### src/rtl/axi_rd_sram_slave_pkg.sv
// Shared types and constants for the AXI4 read-channel SRAM responder.
//   state_t     : burst FSM encoding (IDLE / BURST)
//   RRESP_OKAY  : only response code this slave ever returns
//   BURST_*     : AXI arburst codes
//   wrap_mask() : word-offset mask for a legal WRAP length, 0 otherwise
package axi_rd_sram_slave_pkg;

    typedef enum logic {
        ST_IDLE  = 1'b0,
        ST_BURST = 1'b1
    } state_t;

    localparam logic [1:0] RRESP_OKAY = 2'b00;
    localparam logic [1:0] BURST_INCR = 2'b01;
    localparam logic [1:0] BURST_WRAP = 2'b10;

    // R buffer is fixed at two entries: one being drained, one landing from SRAM.
    localparam int FIFO_DEPTH = 2;
    localparam int BEAT_W     = 33;   // {last, data[31:0]}

    // WRAP is only legal for 2/4/8/16 beats; anything else degrades to INCR,
    // signalled by a zero mask.
    function automatic logic [7:0] wrap_mask(input logic [7:0] len);
        case (len)
            8'd1, 8'd3, 8'd7, 8'd15: wrap_mask = len;
            default:                 wrap_mask = 8'd0;
        endcase
    endfunction

endpackage

### src/rtl/axi_rd_sram_slave_rd_skid_fifo.sv
// rd_skid_fifo: 2-entry FIFO holding R beats ({last, data}) between the SRAM
// read port and the R channel.
//   clk, rst        : clock, async active-low reset
//   push, push_data : write one beat (caller guarantees count < 2)
//   pop             : drop head beat (caller guarantees count > 0)
//   head            : current head beat, stable until popped
//   count           : occupancy 0..2
module rd_skid_fifo #(
    parameter int WIDTH = 33
) (
    input  logic             clk,
    input  logic             rst,
    input  logic             push,
    input  logic [WIDTH-1:0] push_data,
    input  logic             pop,
    output logic [WIDTH-1:0] head,
    output logic [1:0]       count
);

    logic [1:0][WIDTH-1:0] mem;
    logic                  wr_ptr;
    logic                  rd_ptr;

    assign head = mem[rd_ptr];

    always_ff @(posedge clk or negedge rst) begin
        if (!rst) begin
            mem    <= '0;
            wr_ptr <= 1'b0;
            rd_ptr <= 1'b0;
            count  <= 2'd0;
        end else begin
            if (push) begin
                mem[wr_ptr] <= push_data;
                wr_ptr      <= ~wr_ptr;
            end
            if (pop) begin
                rd_ptr <= ~rd_ptr;
            end
            case ({push, pop})
                2'b10:   count <= count + 2'd1;
                2'b01:   count <= count - 2'd1;
                default: count <= count;
            endcase
        end
    end

endmodule

### src/rtl/axi_rd_sram_slave.sv
// axi_rd_sram_slave: AXI4 read-channel slave in front of a synchronous
// single-port SRAM (1-cycle read latency). One burst outstanding at a time;
// R channel fully honours rready backpressure via a 2-entry buffer and a
// credit check on SRAM issue.
//   clk, rst                 : clock, async active-low reset
//   araddr/arlen/arvalid/arready : AR channel (araddr[1:0] ignored)
//   arburst                  : only present when AXI_RD_WRAP_EN is defined
//   rdata/rresp/rlast/rvalid/rready : R channel, rresp always OKAY
//   sram_en/sram_addr/sram_rdata    : SRAM read port
// Build option: define AXI_RD_WRAP_EN to add arburst and WRAP bursts.
module axi_rd_sram_slave
    import axi_rd_sram_slave_pkg::*;
#(
    parameter int ADDR_W = 12
) (
    input  logic              clk,
    input  logic              rst,
    input  logic [31:0]       araddr,
    input  logic [7:0]        arlen,
    input  logic              arvalid,
    output logic              arready,
`ifdef AXI_RD_WRAP_EN
    input  logic [1:0]        arburst,
`endif
    output logic [31:0]       rdata,
    output logic [1:0]        rresp,
    output logic              rlast,
    output logic              rvalid,
    input  logic              rready,
    output logic              sram_en,
    output logic [ADDR_W-1:0] sram_addr,
    input  logic [31:0]       sram_rdata
);

    state_t              state, state_nxt;
    logic [ADDR_W-1:0]   base;
    logic [8:0]          total;
    logic [8:0]          issued;
    logic                inflight;
    logic                inflight_last;
    logic [1:0]          fifo_count;
    logic [BEAT_W-1:0]   head;
    logic                pop;
    logic                has_credit;
    logic [ADDR_W-1:0]   offset;
    logic [ADDR_W-1:0]   incr_addr;
    logic                unused_araddr;

    assign unused_araddr = ^{araddr[31:ADDR_W+2], araddr[1:0]};

    // R channel straight off the buffer head
    assign rvalid = (fifo_count != 2'd0);
    assign rdata  = head[31:0];
    assign rlast  = head[32] & rvalid;
    assign rresp  = RRESP_OKAY;
    assign pop    = rvalid & rready;

    // Issue only if the beat has a guaranteed slot: buffered + in-flight beats
    // must stay below 2, counting a slot freed by this cycle's pop.
    assign has_credit = ({1'b0, fifo_count} + {2'b00, inflight}) < (3'd2 + {2'b00, pop});

    assign offset    = ADDR_W'(issued);
    assign incr_addr = base + offset;

`ifdef AXI_RD_WRAP_EN
    logic [ADDR_W-1:0] wmask;

    // Zero mask means INCR; otherwise the low bits cycle inside the aligned block.
    assign sram_addr = (wmask == '0) ? incr_addr
                                     : ((base & ~wmask) | (incr_addr & wmask));

    always_ff @(posedge clk or negedge rst) begin
        if (!rst) begin
            wmask <= '0;
        end else if (state == ST_IDLE && arvalid) begin
            wmask <= (arburst == BURST_WRAP) ? ADDR_W'(wrap_mask(arlen)) : '0;
        end
    end
`else
    assign sram_addr = incr_addr;
`endif

    // FSM: state register
    always_ff @(posedge clk or negedge rst) begin
        if (!rst) begin
            state <= ST_IDLE;
        end else begin
            state <= state_nxt;
        end
    end

    // FSM: next state
    always_comb begin
        state_nxt = state;
        case (state)
            ST_IDLE:  if (arvalid)         state_nxt = ST_BURST;
            ST_BURST: if (pop && head[32]) state_nxt = ST_IDLE;
            default:                       state_nxt = ST_IDLE;
        endcase
    end

    // FSM: outputs
    always_comb begin
        arready = 1'b0;
        sram_en = 1'b0;
        case (state)
            ST_IDLE:  arready = 1'b1;
            ST_BURST: sram_en = (issued < total) && has_credit;
            default:  ;
        endcase
    end

    // Burst bookkeeping and the one-cycle SRAM latency tracker
    always_ff @(posedge clk or negedge rst) begin
        if (!rst) begin
            base          <= '0;
            total         <= '0;
            issued        <= '0;
            inflight      <= 1'b0;
            inflight_last <= 1'b0;
        end else begin
            if (state == ST_IDLE) begin
                if (arvalid) begin
                    base  <= araddr[ADDR_W+1:2];
                    total <= {1'b0, arlen} + 9'd1;
                end
                issued <= '0;
            end else if (sram_en) begin
                issued <= issued + 9'd1;
            end
            inflight      <= sram_en;
            inflight_last <= sram_en && (issued == total - 9'd1);
        end
    end

    rd_skid_fifo #(
        .WIDTH (BEAT_W)
    ) u_fifo (
        .clk       (clk),
        .rst       (rst),
        .push      (inflight),
        .push_data ({inflight_last, sram_rdata}),
        .pop       (pop),
        .head      (head),
        .count     (fifo_count)
    );

endmodule

### config.mk
export PLATFORM = sky130hd
export DESIGN_NAME = axi_rd_sram_slave
export DESIGN_NICKNAME = d
export VERILOG_FILES = /design/src/rtl/axi_rd_sram_slave_pkg.sv /design/src/rtl/axi_rd_sram_slave_rd_skid_fifo.sv /design/src/rtl/axi_rd_sram_slave.sv
export SDC_FILE = /design/constraint.sdc
export NUM_CORES = 1
export LEC_CHECK = 0
export CAP_MARGIN = 10
export CELL_PAD_IN_SITES_DETAIL_PLACEMENT = 1
export CELL_PAD_IN_SITES_GLOBAL_PLACEMENT = 2
export CORE_MARGIN = 2
export CORE_UTILIZATION = 30
export DETAILED_ROUTE_END_ITERATION = 10
export HOLD_SLACK_MARGIN = 0.06
export MAX_ROUTING_LAYER = met4
export PLACE_DENSITY = 0.81
export SYNTH_ARGS = -nofsm -noshare
export SYNTH_HDL_FRONTEND = slang
export SYNTH_SLANG_ARGS = --single-unit
### constraint.sdc
create_clock -name clk -period 3.1 [get_ports clk]
set_input_delay 0.93 -clock clk [delete_from_list [all_inputs] [get_ports clk]]
set_output_delay 0.93 -clock clk [all_outputs]
set_load 0.01 [all_outputs]
# [Word-level counts from Yosys, hierarchy flattened]
# Index checks and enable logic that the tools add are counted.
[totals] regBits=103 wordCells=53
[op_classes] mux=13 n_addsub=8 n_lt_le_gt_ge=5 n_reduce_logical=7 bitwise=5 n_eq_ne=4
[op_table] cell="$mux W33" count=3
[op_table] cell="$bwmux W66" count=1
[op_table] cell="$demux W33 S1" count=1
[op_table] cell="$mux W9" count=2
[op_table] cell="$add A12 B9 Y12" count=1
[op_table] cell="$add A8 B1 Y9 const B" count=1
[op_table] cell="$add A9 B1 Y9 const B" count=1
[op_table] cell="$eq A9 B9 Y1" count=1
[op_table] cell="$lt A9 B9 Y1" count=1
[op_table] cell="$sub A9 B1 Y9 const B" count=1
[op_table] cell="$logic_and A1 B1 Y1" count=4
[op_table] cell="$lt A1 B2 Y1 const B" count=2
[op_table] cell="$mux W1" count=4
[op_table] cell="$pmux W2 S2" count=1
[op_table] cell="$reduce_bool A2 Y1" count=2
[op_table] cell="$add A2 B1 Y3" count=1
[op_table] cell="$add A2 B1 Y3 const A" count=1
[op_table] cell="$lt A3 B3 Y1" count=1
[op_table] cell="$not A1 Y1" count=3
[op_table] cell="$add A2 B1 Y2 const B" count=1
[op_table] cell="$and A1 B1 Y1" count=2
[op_table] cell="$eq A2 B1 Y1 const B" count=1
[op_table] cell="$eq A2 B2 Y1 const B" count=1
[op_table] cell="$ne A2 B2 Y1 const B" count=1
[op_table] cell="other kinds (4)" count=4

# [Logic depth before layout (Yosys ltp)]
# Gate-level depths: netlist of run 1.
[depth] ltp_word=8 ltp_mapped=8 ltp_nobuf=7

# [Cells and area by module]
# A second synthesis of run 1 with hierarchy kept.
[hier_totals] cells_unflattened=449 area_unflattened_um2=5477.8
[by_module_without_submodules] mod="rd_skid_fifo" area_each_um2=3035.4 n_inst=1 cells_each=189
[by_module_without_submodules] mod="axi_rd_sram_slave" area_each_um2=2442.3 n_inst=1 cells_each=260

# [Worst setup path before layout of run 1]
# OpenSTA, ideal clock, no wires.
[synth_timing] kind="register to output" from="register issued[0]" to="output port sram_addr[10]" path_buffers=0 arrival_ps=2017 setup_slack_ps=153 path_stages_with_launch=8 path_cell_list="dfrtp_1 > ha_1 > fa_1 > a211oi_1 > o21bai_1 > a31oi_1 > nor4b_1 > a311o_1"
[synth_via] elab_chain_len=1
[synth_rtl] item="start, declared" line_no="axi_rd_sram_slave.sv:38" rtl="logic [8:0] issued;"
[synth_rtl] item="start signal, assigned" line_no="axi_rd_sram_slave.sv:129" rtl="issued <= issued + 9'd1;"
[synth_rtl] item="$add A12 B9 Y12" line_no="axi_rd_sram_slave.sv:63" rtl="assign incr_addr = base + offset;"
[synth_rtl] item="end, declared" line_no="axi_rd_sram_slave.sv:31" rtl="output logic [ADDR_W-1:0] sram_addr,"
# No other way between the ends.

# [Worst setup path after layout of run 1]
# Ends and elaborated chain as after synthesis.

==> results of run 1 <==
==> layout make-up <==
class / instances / area [um^2]
timing repair buffer: 169 / 1540
tap: 229 / 287
inverter: 18 / 67.6
sequential: 103 / 2580
clock inverter: 7 / 63.8
clock buffer: 9 / 225
multi-input combinational: 321 / 2900
fill: 1918 / 10200
==> routing by layer <==
metal / global-route usage / wire length (um)
met4: 0.0409 / 177
met2: 0.275 / 7230
met1: 0.193 / 6440
met5: - / 0
met3: 0.0321 / 538
==> stage by stage <==
step                      TNS [ns]   util  cell area [um^2]
after global routing         -1.74  0.428              7650
after floorplan                  0      -              5460
after global placement       -1.64  0.398              7130
after detailed placement     -1.84  0.398              7130
final                       -0.748  0.428              7650
after CTS                    -1.02  0.423              7580
==> flip-flops by register name (all words and copies together), names as in the netlist <==
name           cells
u_fifo.mem        66
base              12
issued             9
total              9
u_fifo.count       2
inflight           1
inflight_last      1
state              1
u_fifo.rd_ptr      1
u_fifo.wr_ptr      1
==> logic make-up (layout without fill, tap and decap cells) <==
logic type | after synthesis | after routing | synth area share
compound gates | 66 | 66 | 0.0828
xor+xnor | 25 | 25 | 0.0401
fa+ha+maj | 25 | 25 | 0.0587
buf+inv | 36 | 203 | 0.0261
flops | 103 | 103 | 0.472
mux | 113 | 113 | 0.233
other cells | 1 | 2 | 0.000687
simple gates | 90 | 90 | 0.0867
==> worst reg2reg max path: stages (launching register included) <==
cell     delay [ns]
dfrtp_1        0.39
buf_4          0.15
ha_1           0.28
o21ai_2        0.13
a21oi_2        0.06
o41a_1         0.51
or4_1          0.57
a21oi_1        0.18
==> worst max-delay path by stage <==
stage	slack (ns)	end	cells past startpoint
floorplan	0.15	sram_addr[10]	7
global placement	-0.45	sram_en	7
detailed placement	-0.45	sram_en	7
CTS	-0.24	sram_addr[10]	8
global route	-0.38	sram_addr[8]	9
finish	-0.23	sram_addr[10]	8
==> what timing repair did <==
| action | CTS | global route |
|---|---|---|
| setup buffers | 11 | 3 |
| gates resized for setup | 66 | 13 |
| hold endpoints to repair | 0 | 0 |
| endpoints found under the setup margin | 11 | 9 |
| pin swaps | 14 | 18 |
==> cell usage after synthesis (6+ instances only) <==
cell and count:
inv_1 18, nand2b_1 9, buf_1 6, mux2_2 111, o41ai_1 6, dfrtp_1 103
xor2_1 7, a21oi_1 15, nand3_1 17, nor2_1 18, clkbuf_1 10, ha_1 24
nand2_1 19, o21ai_0 16, xnor2_1 18, o311ai_0 6
==> power by group through the flow <==
stage	registers [uW]	clock network [uW]	logic, uW
finish	2350	1120	4940
global route	2450	1230	5390
CTS	2360	1170	4870
detailed placement	2390	0	4680
global placement	2320	0	4550
floorplan	2310	0	2570
==> impl_results.md, run 1 <==
* Half-perimeter wire length after placement at 10,400 um
* Commonest non-fill, non-tap cell in the layout: mux2_2
* WS Path Type: reg -> out
* Logic pwr share at 0.587
* Failing checks: setup timing
* I/O pin count at 126
* Slew @ Worst Pin at 0.782 ns
* Hold Path Sink: u_fifo.mem[42]
* Top cell family by delay on the critical path: compound AO/OA/AOI/OAI gates
* Core area at approximately 0.018 mm^2
* Worst path max stage delay at around 0.4 ns
* FF-to-FF path depth at 7
* # setup viols final at 7
* Clock Tree Root: clkbuf_16
* Hold Vio Cnt, Final at 0
* Synth Cell Area at ~0.0055 mm^2
* Switching power at a little over 3000 uW
* Final wirelength at around 14,000 um
* Warnings from Yosys at 0
* WHS Path Cells at 1
* Critical R2R Capture: issued[3]
* Clock sink count at between 100 and 150
* Floorplan die height at between 100 and 150 um
* Nets at slightly above 700
* Clock power frac at 0.133
* Synth Instances at roughly 460
* Crit-path max FO at 2
* Sequential area share after synthesis at 0.472
* Synthesized area per cell at 11.9 um^2
* Drc violations at 0
* Tmin final at approximately 3.3 ns
* Clk buf depth at 2
* Most used DFF post-synth: dfrtp_1
* # Max-Cap Violations at 0
* Slew margin rel. at 0.477
* Avg WL per Cell at between 15 and 20 um
* TritonCTS clock tree: done
* Placed Instances at slightly above 800
* Yosys top cell by area: dfrtp_1
* Layout area overhead at 40.3%
* Number of enable flip-flop cells after synthesis at 0
* Worst Hold Class: reg -> reg
* Num rows at between 40 and 50
* Worst Path Required at 2.17 ns
* RR Startpoint: issued[2]
* Hold path startpoint: u_fifo.mem[42]
* Reg power frac at 0.280
* Initial antenna violation count at 0
* GR Util All Layers at 0.160
* Place WS at -0.452 ns
* TritonCTS Buffers at 9
* Routed Antenna Nets at 0
* Clock Skew at ~0.0071 ns
* Post-cts hold buffer count at 0
* Async S/R FF share, synth at 1.00
* Worst Setup SP: issued[0]
* CP bufs+invs at 1
* Slowest cell on crit path: dfrtp_1
* Vias at 4,219
* Number of distinct library cells after synthesis at 48
* Setup WS post-layout at -0.228 ns
* WHS at 0.506 ns
* Htree depth at 3
* Vias in the first global route at roughly 4,800
* IO buf count at a little over 100
* Placer Congestion at approximately 0.84
* Largest net degree at the start of global routing at 46
* P_int at around 5300 uW
* N_diodes at 0
* Most frequent cells in the layout: mux2_2 (111), dfrtp_1 (103), clkdlybuf4s50_1 (90), buf_4 (60), ha_1 (21)
* Post-route insts no fill at between 800 and 900
* Peak Freq at 300 MHz
* Clock slew at reported path FFs at approximately 0.07 ns
* Die X at 139 um
* Initial core utilization at 0.305
* Global-route wire length before repair at approximately 24,000 um
* FF+latch count, synth at ~100
* P_leak at around 0.0033 uW
* Final slew viol count at 0
* Critical Path Source Type: flip-flop
* Pwr/cell area at 1100 mW/mm^2
* Share of cells above drive strength 1 at 0.378
* Status: finished with violations
* Switching share of total power at 0.365
* Arrival @ worst endpoint at roughly 2.4 ns
* Max VDD drop at ~0.43 mV
* Pre-antenna DRT Iters at 4
* R2R Setup Slk at between 0.7 and 0.8 ns
* CP Capture Type: output port
* Critical path cell sequence: ha_2, fa_2, a211oi_2, o21bai_1, a31oi_2, nor4b_1, a311o_1, buf_2
* Clock Latency Late Sink at roughly 0.35 ns
* Tot Pwr at 8410 uW
* DRT iter0 DRCs at 136
* Grt ovf at 0
* Setup repair after global routing missed its margin: true
* Top area cells in the synthesized netlist: dfrtp_1 (47%), mux2_2 (23%), ha_1 (5.5%), xnor2_1 (2.9%), nand3_1 (1.6%)
* Top cell type's share of synthesized area at 0.472
* Vias per cell at roughly 5
* Final worst-path cycle share at 1.07
* Die area at between 0.015 and 0.02 mm^2
(Power assumes the default switching activity.)
==> run 2, diff against run 1 <==
clock period = 3.5 ns   (was 3.1 ns; I/O delays follow)
==> impl_results.md, run 2 (same netlist as run 1, synthesis figures left out) <==
* Status: finished with violations
* Failing checks: setup timing
* Critical R2R Capture: issued[5]
* Slew margin rel. at 0.308
* FF-to-FF path depth at 19
* Worst Hold Class: reg -> reg
* Worst Path Required at approximately 3.7 ns
* DRT iter0 DRCs at 90
* Clock sink count at between 100 and 150
* Grt ovf at 0
* Share of cells above drive strength 1 at 0.347
* Pre-antenna DRT Iters at 4
* P_int at between 4000 and 5000 uW
* Logic pwr share at 0.580
* Nets at just over 700
* Arrival @ worst endpoint at 3.82 ns
* Largest Register: u_fifo.mem
* Core area at between 0.015 and 0.02 mm^2
* Critical Path Source Type: primary input
* Max VDD drop at around 0.38 mV
* Reg power frac at 0.287
* Clock Tree Root: clkbuf_16
* Hold Path Sink: u_fifo.mem[57]
* Vias at 4,189
* Vias in the first global route at approximately 4,700
* Die X at approximately 140 um
* Final wirelength at roughly 14,000 um
* Hold path startpoint: u_fifo.mem[57]
* Initial core utilization at 0.305
* Setup WS post-layout at -0.116 ns
* Place WS at -0.333 ns
* Layout area overhead at 38.3%
* Worst path max stage delay at around 0.52 ns
* GR Util All Layers at 0.158
* Switching share of total power at 0.367
* WS Path Type: in -> reg
* Final worst-path cycle share at 1.03
* Half-perimeter wire length after placement at 10,100 um
* CP Capture Type: flip-flop
* WHS Path Cells at 1
* Register Area at about 0.0026 mm^2
* Cell area after layout at 0.00755 mm^2
* Footprint of the multi-input gates at around 0.0029 mm^2
* Clock power frac at 0.133
* Commonest non-fill, non-tap cell in the layout: mux2_2
* Tmin final at between 3 and 4 ns
* TritonCTS clock tree: done
* Clock slew at reported path FFs at 0.07 ns
* Htree depth at 3
* Fillcell total at 1,925
* Floorplan die height at around 140 um
* Avg WL per Cell at 17.1 um
* Global-route wire length before repair at approximately 24,000 um
* Most common cell on crit path: buf_4
* Routed Antenna Nets at 0
* RR Startpoint: u_fifo.count[0]
* P_leak at 0.00320 uW
* Clock Latency Late Sink at 0.35 ns
* Placed Instances at between 800 and 900
* Post-layout util at 0.422
* IO buf count at 103
* Critical path cell sequence: clkdlybuf4s50_1, o21ai_2, o21ai_2, buf_4, buf_4, buf_4, buf_4, buf_4, buf_4, buf_4, buf_4, buf_4, buf_4, buf_4, buf_4, nand3_4, buf_6, o311ai_0, o41ai_1
* Tot Pwr at approximately 7500 uW
* Final slew viol count at 0
* Placer Congestion at 0.846
* Worst Setup SP: rready
* Peak Freq at roughly 280 MHz
* # setup viols final at 2
* Initial antenna violation count at 0
* Max reg flops at 66
* Clk buf depth at 2
* R2R Setup Slk at 0.23 ns
* N_diodes at 0
* Placed Area at slightly below 0.007 mm^2
* Hold Vio Cnt, Final at 0
* Vias per cell at approximately 5
* Most frequent cells in the layout: mux2_2 (111), dfrtp_1 (102), clkdlybuf4s50_1 (93), buf_4 (45), ha_1 (20)
* Setup repair after global routing missed its margin: true
* # Max-Cap Violations at 0
* Pwr/cell area at a little under 1000 mW/mm^2
* Leading registers by flop count: u_fifo.mem x66, base x12
* Switching power at 2740 uW
* TritonCTS Buffers at 9
* I/O pin count at approximately 130
* Crit-path max FO at 7
* Clock Skew at roughly 0.0044 ns
* Num rows at a little under 50
* Post-route insts no fill at between 800 and 900
* Drc violations at 0
* Die area at around 0.019 mm^2
* Largest net degree at the start of global routing at 57
* Slew @ Worst Pin at 1.04 ns
* Slowest cell on crit path: o311ai_0
[run 2: cell types whose count changed in the layout (fill, tap and decap cells not counted), moves of 3 or more]
| cell | change |
|---|---|
| buf_4 | -15 |
| buf_2 | -5 |
| o311ai_0 | -4 |
| a21oi_1 | +3 |
| a21oi_4 | -3 |
| buf_6 | -3 |
| clkdlybuf4s50_1 | +3 |
| dlygate4sd2_1 | +3 |
[run 2: power by group through the flow]
stage          clock [uW]  combinational (uW)  sequential, uW
3_3_place_gp            0                3810            2090
2_1_floorplan           0                2270            2050
3_5_place_dp            0                3940            2160
6_report              996                4330            2140
5_1_grt              1080                4700            2230
4_1_cts              1030                4200            2140
[run 2: how the worst max path moves through the flow]
stage               cells past startpoint       endpoint  slack, ns
finish                                 19      issued[5]      -0.12
global route                           19      issued[5]      -0.18
CTS                                     9  sram_addr[10]      -0.09
detailed placement                      7        sram_en      -0.33
global placement                        7        sram_en      -0.30
floorplan                               7  sram_addr[10]       0.43
[run 2: final cells by class]
| class | instances | area share |
|---|---|---|
| inverters | 18 | 0.00895 |
| repair buffers | 153 | 0.188 |
| clock buffers | 10 | 0.0303 |
| clock inverters | 6 | 0.00829 |
| well taps | 229 | 0.0380 |
| multi-input cells | 321 | 0.385 |
| flip-flops and latches | 103 | 0.342 |
[run 2: critical path, delay by kind of cell]
kind / cells / cell delay (ns)
compound gates: 4 / 0.89
buf+inv: 14 / 1.79
simple gates: 1 / 0.08
[run 2: per-layer routing]
metal / vias to the layer above / wire [um] / GRT usage
li1: 1969 / - / -
met3: 19 / 556 / 0.0304
met1: 2105 / 6290 / 0.184
met2: 96 / 7290 / 0.276
met4: 0 / 262 / 0.0478
met5: - / 0 / -
[run 2: what timing repair did]
action | 4_1_cts | 5_1_grt
setup buffers | 17 | 5
hold endpoints to repair | 0 | 0
resized for setup | 28 | 28
setup endpoints to repair | 9 | 12
hold buffers | 0 | 0
cloned | 0 | 1
pin swaps | 5 | 11
[run 2: through the flow]
step	TNS, ns	hold slack [ns]
floorplan	0	0.461
finish	-0.155	0.503
global route	-0.577	0.514
detailed placement	-0.492	0.492
CTS	-0.0873	0.509
global placement	-0.444	0.481
==> run 3, diff against run 2 <==
SETUP_SLACK_MARGIN = 0.15   (was not set)
==> impl_results.md, run 3 (same netlist as run 1, synthesis figures left out) <==
* Place WS at -0.333 ns
* Hold Vio Cnt, Final at 0
* Half-perimeter wire length after placement at 10,100 um
* Final wirelength at between 10,000 and 15,000 um
* Critical Path Source Type: flip-flop
* Share of cells above drive strength 1 at 0.357
* Clk buf depth at 2
* Switching power at 2740 uW
* P_leak at approximately 0.0032 uW
* Die X at ~140 um
* Largest net degree at the start of global routing at 57
* Crit-path max FO at 2
* Nets at around 710
* Worst Path Required at 2.45 ns
* Cell area after layout at around 0.0075 mm^2
* P_int at around 4800 uW
* Clock Latency Late Sink at 0.35 ns
* Setup WS post-layout at ~0.07 ns
* Met2 Use GR at 0.277
* Slew @ Worst Pin at between 1 and 1.5 ns
* CP Capture Type: output port
* Grt ovf at 0
* Num rows at 49
* IO buf count at between 100 and 150
* I/O pin count at approximately 130
* Drc violations at 0
* Pre-antenna DRT Iters at 4
* Placed Instances at 803
* WS Path Type: reg -> out
* Status: complete, no violations
* GR Util All Layers at 0.159
* Avg WL per Cell at 17.1 um
* Pwr/cell area at between 900 and 1000 mW/mm^2
* Clock Tree Root: clkbuf_16
* Clock Skew at ~0.0054 ns
* Worst Hold Class: reg -> reg
* Arrival @ worst endpoint at 2.38 ns
* Vias at 4,162
* Routed Antenna Nets at 0
* Leading registers by flop count: u_fifo.mem x66, base x12
* Final slew viol count at 0
* Post-cts hold buffer count at 0
* WHS Path Cells at 1
* Tot Pwr at 7510 uW
* Initial antenna violation count at 0
* Die area at just under 0.02 mm^2
* Placer Congestion at around 0.85
* Htree depth at 3
* Max VDD drop at slightly below 0.4 mV
* Largest Register: u_fifo.mem
* Setup repair after global routing missed its margin: true
* Placed Area at a little under 0.007 mm^2
* Logic pwr share at 0.581
* Reg power frac at 0.286
* Most frequent cells in the layout: mux2_2 (111), dfrtp_1 (102), clkdlybuf4s50_1 (92), buf_4 (44), ha_1 (19)
* # Max-Cap Violations at 0
* Global route hottest layer: met2
* Core area at ~0.018 mm^2
* Vias in the first global route at 4,692
* FF-to-FF path depth at 19
* Fillcell total at ~1,900
* Switching share of total power at 0.366
* Slew margin rel. at 0.308
* Final worst-path cycle share at 0.980
* # setup viols final at 0
* DRT iter0 DRCs at around 120
* TritonCTS clock tree: done
* TritonCTS Buffers at 9
* Peak Freq at ~290 MHz
* Clock slew at reported path FFs at about 0.07 ns
* Layout area overhead at 38.2%
* Global-route wire length before repair at approximately 24,000 um
* Vias per cell at 4.95
* N_diodes at 0
* Max reg flops at 66
* Floorplan die height at 139 um
* Tmin final at about 3.4 ns
* Initial core utilization at 0.305
* Commonest non-fill, non-tap cell in the layout: mux2_2
* Global routing met1 resource utilization at 0.186
* Clock power frac at 0.133
* M3 GR Usage at 0.0325
* Post-route insts no fill at between 800 and 900
* Clock sink count at between 100 and 150
==> run 3: metal layers <==
layer / part of all wire / wire length (um)
met1: 0.44 / 6250
met4: 0.014 / 203
met2: 0.51 / 7360
met3: 0.037 / 532
met5: 0 / 0
==> run 3: area by class of cell <==
type	instances	area, um^2	area share
Inverter	18	67.6	0.00896
Clock inverter	6	62.6	0.00829
Tap cell	229	287	0.0380
Multi-Input combinational cell	321	2900	0.385
Sequential cell	103	2580	0.342
Clock buffer	10	229	0.0303
Timing Repair Buffer	153	1420	0.188
==> run 3: path summary, 6_finish.rpt <==
kind | start | slack [ns] | to
setup / recovery | issued[0] | 0.07 | sram_addr[10]
setup reg to reg | u_fifo.count[0] | 0.25 | issued[5]
max in group asynchronous | rst | 2.06 | issued[2]
hold reg to reg | u_fifo.mem[57] | 0.50 | u_fifo.mem[57]
min in group asynchronous | rst | 0.70 | u_fifo.mem[19]
hold / removal | u_fifo.mem[57] | 0.50 | u_fifo.mem[57]
==> run 3: through the flow <==
stage	hold WS (ns)	util	TNS, ns
after global routing	0.514	0.421	-0.159
final	0.503	0.421	0
after CTS	0.509	0.417	0
after detailed placement	0.492	0.388	-0.492
after global placement	0.481	0.388	-0.444
after floorplan	0.461	-	0
==> run 3: repair_timing <==
action,4_1_cts,5_1_grt
setup endpoints to repair,10,13
pin swaps,9,3
buffers inserted,19,2
cloned,0,0
gates resized for setup,51,21
==> run 3: power groups by stage <==
stage	clock network [uW]	registers [uW]	logic, uW
2_1_floorplan	0	2050	2270
3_3_place_gp	0	2090	3810
3_5_place_dp	0	2160	3940
4_1_cts	1030	2150	4280
5_1_grt	1080	2230	4750
6_report	997	2150	4360
==> run 3: worst max-delay path: stages (launching register included) <==
cell and delay [ns]:
dfrtp_1 0.40, ha_2 0.19, fa_2 0.35, a211oi_2 0.19, o21bai_1 0.12, a31oi_2 0.18
buf_4 0.15, nor4b_1 0.04, a311o_1 0.27, buf_2 0.14
